## config.mk

```make
export PLATFORM = sky130hd
export DESIGN_NAME = frame_buf_ctrl
export DESIGN_NICKNAME = d
export VERILOG_FILES = /design/src/rtl/frame_buf_ctrl.sv
export SDC_FILE = /design/constraint.sdc
export NUM_CORES = 1
export LEC_CHECK = 0
export CORE_MARGIN = 1
export CORE_UTILIZATION = 43
export DETAILED_ROUTE_END_ITERATION = 10
export GPL_ROUTABILITY_DRIVEN = 0
export PLACE_DENSITY_LB_ADDON = 0.1
export SLEW_MARGIN = 15
export SYNTH_ARGS = -nofsm -noshare
export SYNTH_HDL_FRONTEND = slang
export SYNTH_SLANG_ARGS = --single-unit
```

## constraint.sdc

```tcl
create_clock -name clk -period 3.1 [get_ports clk]
set_clock_uncertainty 0.2 [all_clocks]
set_input_delay 0.62 -clock clk [delete_from_list [all_inputs] [get_ports clk]]
set_output_delay 0.62 -clock clk [all_outputs]
set_load 0.01 [all_outputs]
```

## src/rtl/frame_buf_ctrl.sv

```systemverilog
// frame_buf_ctrl: one-shot frame capture from the camera pixel stream into the
// single-port frame RAM, sharing that port with CPU pixel reads. Camera writes
// always own the port; a CPU read waits for the first write-free cycle.
//
// state      | meaning
// -----------+---------------------------------------------------------------
// ST_IDLE    | no capture; waiting for cmd_start
// ST_ARM     | camera enabled, waiting for the vsync falling edge (frame start)
// ST_CAPTURE | every pixel_valid is written at the write pointer
// ST_DONE    | frame complete; late pixels only raise overflow
module frame_buf_ctrl #(
  parameter int FRAME_PIXELS = 76800
) (
  input  logic        clk,
  input  logic        rst,
  input  logic        cmd_start,
  input  logic        cmd_abort,
  input  logic        vsync,
  input  logic        pixel_valid,
  input  logic [23:0] pixel_data,
  input  logic        rd_req,
  input  logic [16:0] rd_addr,
  output logic        rd_ack,
  output logic [23:0] rd_data,
  output logic        ram_en,
  output logic        ram_rw,
  output logic [16:0] ram_addr,
  output logic [23:0] ram_wdata,
  input  logic [23:0] ram_rdata,
  output logic        cam_enable,
  output logic        busy,
  output logic        done,
  output logic        overflow,
  output logic [16:0] pix_count
);

  localparam logic [16:0] FP_MAX  = 17'(FRAME_PIXELS);
  localparam logic [16:0] FP_LAST = 17'(FRAME_PIXELS - 1);

  typedef enum logic [1:0] {
    ST_IDLE    = 2'd0,
    ST_ARM     = 2'd1,
    ST_CAPTURE = 2'd2,
    ST_DONE    = 2'd3
  } state_t;

  state_t      state;
  state_t      state_nxt;
  logic        vsync_d;
  logic [16:0] wr_ptr;

  logic        start_go;
  logic        wr_go;
  logic        vsync_fall;
  logic        vsync_rise;
  logic        enter_done;

  // read tracking: armed = rd_req seen low since the last ack
  logic        rd_armed;
  logic        rd_pend;
  logic        rd_issued;
  logic        rd_issued_oor;
  logic        rd_ack_oor;
  logic        rd_take;
  logic        rd_want;
  logic        rd_go;
  logic        rd_in_range;

  assign vsync_fall = vsync_d & ~vsync;
  assign vsync_rise = ~vsync_d & vsync;

  // abort beats start when both arrive together
  assign start_go = cmd_start & ~cmd_abort & ((state == ST_IDLE) | (state == ST_DONE));
  assign wr_go    = pixel_valid & ~cmd_abort & (state == ST_CAPTURE);
  assign enter_done = (state == ST_CAPTURE) & (state_nxt == ST_DONE);

  assign rd_take     = rd_req & rd_armed & ~rd_pend & ~rd_issued;
  assign rd_want     = rd_take | rd_pend;
  assign rd_go       = rd_want & ~wr_go;
  assign rd_in_range = (rd_addr < FP_MAX);

  // write pointer doubles as the CPU-visible pixel count
  assign pix_count = wr_ptr;

  // rd_data is only non-zero during the ack cycle, when the RAM output is valid
  assign rd_data = (rd_ack && !rd_ack_oor) ? ram_rdata : 24'd0;

  // state register
  always_ff @(posedge clk or negedge rst) begin
    if (!rst) begin
      state <= ST_IDLE;
    end else begin
      state <= state_nxt;
    end
  end

  // next-state and state-decoded outputs
  always_comb begin
    state_nxt  = state;
    cam_enable = 1'b0;
    busy       = 1'b0;
    case (state)
      ST_IDLE: begin
        if (cmd_start) state_nxt = ST_ARM;
      end
      ST_ARM: begin
        cam_enable = 1'b1;
        busy       = 1'b1;
        if (vsync_fall) state_nxt = ST_CAPTURE;
      end
      ST_CAPTURE: begin
        cam_enable = 1'b1;
        busy       = 1'b1;
        // the pixel that brings the count to a full frame is still written
        if ((pixel_valid && (wr_ptr == FP_LAST)) || vsync_rise) state_nxt = ST_DONE;
      end
      ST_DONE: begin
        if (cmd_start) state_nxt = ST_ARM;
      end
      default: state_nxt = ST_IDLE;
    endcase
    if (cmd_abort) state_nxt = ST_IDLE;
  end

  // vsync edge detector
  always_ff @(posedge clk or negedge rst) begin
    if (!rst) begin
      vsync_d <= 1'b0;
    end else begin
      vsync_d <= vsync;
    end
  end

  // write pointer, done and overflow flags; abort leaves them untouched
  always_ff @(posedge clk or negedge rst) begin
    if (!rst) begin
      wr_ptr   <= 17'd0;
      done     <= 1'b0;
      overflow <= 1'b0;
    end else if (start_go) begin
      wr_ptr   <= 17'd0;
      done     <= 1'b0;
      overflow <= 1'b0;
    end else begin
      if (wr_go) wr_ptr <= wr_ptr + 17'd1;
      if (enter_done) done <= 1'b1;
      if ((state == ST_DONE) && pixel_valid) overflow <= 1'b1;
    end
  end

  // RAM port: camera write has priority, otherwise a pending in-range read
  always_ff @(posedge clk or negedge rst) begin
    if (!rst) begin
      ram_en    <= 1'b0;
      ram_rw    <= 1'b0;
      ram_addr  <= 17'd0;
      ram_wdata <= 24'd0;
    end else if (wr_go) begin
      ram_en    <= 1'b1;
      ram_rw    <= 1'b1;
      ram_addr  <= wr_ptr;
      ram_wdata <= pixel_data;
    end else if (rd_go && rd_in_range) begin
      ram_en    <= 1'b1;
      ram_rw    <= 1'b0;
      ram_addr  <= rd_addr;
    end else begin
      ram_en    <= 1'b0;
      ram_rw    <= 1'b0;
    end
  end

  // read sequencing: accept, wait out writes, issue, ack one cycle later
  always_ff @(posedge clk or negedge rst) begin
    if (!rst) begin
      rd_armed      <= 1'b1;
      rd_pend       <= 1'b0;
      rd_issued     <= 1'b0;
      rd_issued_oor <= 1'b0;
      rd_ack        <= 1'b0;
      rd_ack_oor    <= 1'b0;
    end else begin
      rd_pend       <= rd_want & ~rd_go;
      rd_issued     <= rd_go;
      rd_issued_oor <= rd_go & ~rd_in_range;
      rd_ack        <= rd_issued;
      rd_ack_oor    <= rd_issued_oor;
      if (!rd_req) begin
        rd_armed <= 1'b1;
      end else if (rd_issued) begin
        rd_armed <= 1'b0;
      end
    end
  end

endmodule

```

==> flow_summary.ini <==
[routing]
ant_nets = 0
drt-wirelength-per-cell_um = 15.51
dr.pass1.iters = 4
first_iter_violations = 163
drc = 0
num_vias = 3016
wl_um = 9385
via_per_inst = 4.985

[logic_synthesis]
yosysSeqAreaShare_pct = 55.01
synth_cell_types = 45
synthCells = 337
syn_nets = 413
synthFlopType = dfrtp_1
synth_area_leaders = dfrtp_1, nand2_1, and2_1
ys_warn_count = 0
synth_edf_count = 0
syn_area_mm2 = 0.003232
ys_ff_latch = 71
yosysTopAreaCell = dfrtp_1
synth.avg_cell_area_um2 = 9.590
netlist.area_leader.share_pct = 54.20
async_reset_ff_share_pct = 100.0

[status]
status = finished clean

[power]
peakVddDrop_v = 0.0004307
p_per_area_mw_per_mm2 = 693.5
power.leakage_nw = 2.298
finalPower_mw = 3.543

[sta]
relSlewSlack_pct = 40.10
layout_min_cycle_time_ns = 2.650
fmax_ghz = 0.3773
setup_violations = 0
tightestPinTransition_ns = 0.8985
hold_viol = 0
period_share_pct = 85.49
setup_tns_ns = 0
final-max-slew-violation-count = 0
rsz0062_at_grt = false

[placed_design]
io_buffers = 160
dp_hpwl_um = 7038

[critical_path]
startpoint_type = flop
arrival_ns = 1.83
criticalPathCategory = flop to output pin
cp-end-kind = output pin
worstPathMaxFanout = 6
worstPathRequired_ns = 2.28

[cts]
cts_root_buffer = clkbuf_8
cts_hold_buf = 0
htreeDepth = 3
post_cts_resized = 0
clock_latency_ns = 0.34
tritoncts = done
clk_pin_slew_ns = 0.07
postCtsSetupRepairBufs = 0
cts_sinks = 71
cts_buffers = 9
cts_max_path_buffers = 2

[global_route]
grt_pass1_wl_um = 13830
grt_pass1_vias = 2773
grt_most_used_layer = met2
use_met2_pct = 40.98
grt_util_met1_pct = 29.21
grtUsageMet3_pct = 5.224
track_usage_pct = 23.80
gr-total-overflow = 0
grt_max_degree = 72
grt_antenna_before_repair = 0

[final_layout]
final_cell_mix = clkdlybuf4s50_1, nand2_1, dfrtp_1
syn_to_final_growth_pct = 58.07
drive_gt1_share_pct = 6.917
nNetsFinal = 577
n_antenna_cell = 0
layout_commonest_cell = clkdlybuf4s50_1

[floorplan]
die_area_mm2 = 0.007867
ioPinCount = 161
core_mm2 = 0.007253
die_w_um = 88.70
num_rows = 31
dieHeight_um = 88.70
initial_core_util_pct = 44.56

[flow_run]
drv_cap = 0

[worst_hold_path]
hp-class = flop to flop
## per-stage QoR
step,std cells,util (%),instance area (µm²),hold WS (ns),setup slack [ns]
floorplan,337,-,3232,0.1244,1.072
global placement,589,68.28,4952,0.1373,0.3597
detailed placement,589,68.28,4952,0.1403,0.3036
CTS,605,70.43,5109,0.1556,0.4232
global route,605,70.43,5109,0.1577,0.3745
finish,605,70.43,5109,0.1515,0.4498
## logic make-up (layout without fill, tap and decap cells)
group | count (synthesis) | in the layout | synth area share [%]
compound gates | 34 | 34 | 8.750
fa+ha+maj | 4 | 4 | 1.549
flops | 71 | 71 | 55.01
buf+inv | 22 | 191 | 2.788
mux | 3 | 3 | 0.9292
xor+xnor | 16 | 16 | 4.336
simple gates | 187 | 187 | 26.64
## synthesized netlist by cell type (all sizes together) (3+ instances only)
master and instances:
a21oi 6, a22oi 5, and2 26, buf 4
clkbuf 10, dfrtp 70, ha 4, inv 8
mux2i 3, nand2 93, nand3 6, nand4 6
nor2 32, nor2b 3, nor3 10, o21ai 5
o22ai 8, xnor2 4, xor2 12
## registers in the layout, summed over array words and instances, names as in the netlist, 2 cells and up
signal and cells:
ram_wdata 24, ram_addr 17, pix_count 17, state 2
## power by group
part	total, mW	internal [mW]	switching, mW
registers	1.40	1.21	0.181
clock network	0.617	0.284	0.333
logic	1.53	0.862	0.669
## routing by layer
| layer | part of all wire [%] | vias to the layer above |
|---|---|---|
| li1 | - | 1429 |
| met1 | 41 | 1427 |
| met2 | 48 | 149 |
| met3 | 9.2 | 11 |
| met4 | 1.4 | 0 |
| met5 | 0 | - |
## worst max-delay path, cell delays in order, from the launching register on
cell and delay, ns:
dfrtp_1 0.45, inv_1 0.07, ha_1 0.31, inv_1 0.12, clkdlybuf4s50_1 0.55
## layout make-up
| class | count | area, µm² |
|---|---|---|
| fillers | 574 | 2145 |
| flip-flops and latches | 71 | 1778 |
| repair buffers | 167 | 1652 |
| multi-input cells | 244 | 1369 |
| clock buffers | 11 | 131.4 |
| well taps | 99 | 123.9 |
| inverters | 8 | 30.03 |
| clock inverters | 5 | 25.02 |
## worst paths after layout
kind                                              start                         to  slack [ns]  cells past startpoint
worst max-delay path                 state[0]$_DFF_PN0_                       busy        0.45                      4
worst min-delay path            rd_issued_oor$_DFF_PN0_       rd_ack_oor$_DFF_PN0_        0.15                      0
worst max register to register       state[0]$_DFF_PN0_   ram_addr[12]$_DFFE_PN0P_        0.73                      7
worst min register to register  rd_issued_oor$_DFF_PN0_       rd_ack_oor$_DFF_PN0_        0.15                      0
max in group asynchronous                           rst  ram_wdata[18]$_DFFE_PN0P_        1.91                      1
min in group asynchronous                           rst   ram_wdata[6]$_DFFE_PN0P_        0.19                      1
Note: power is estimated with default switching activity, not from simulation.
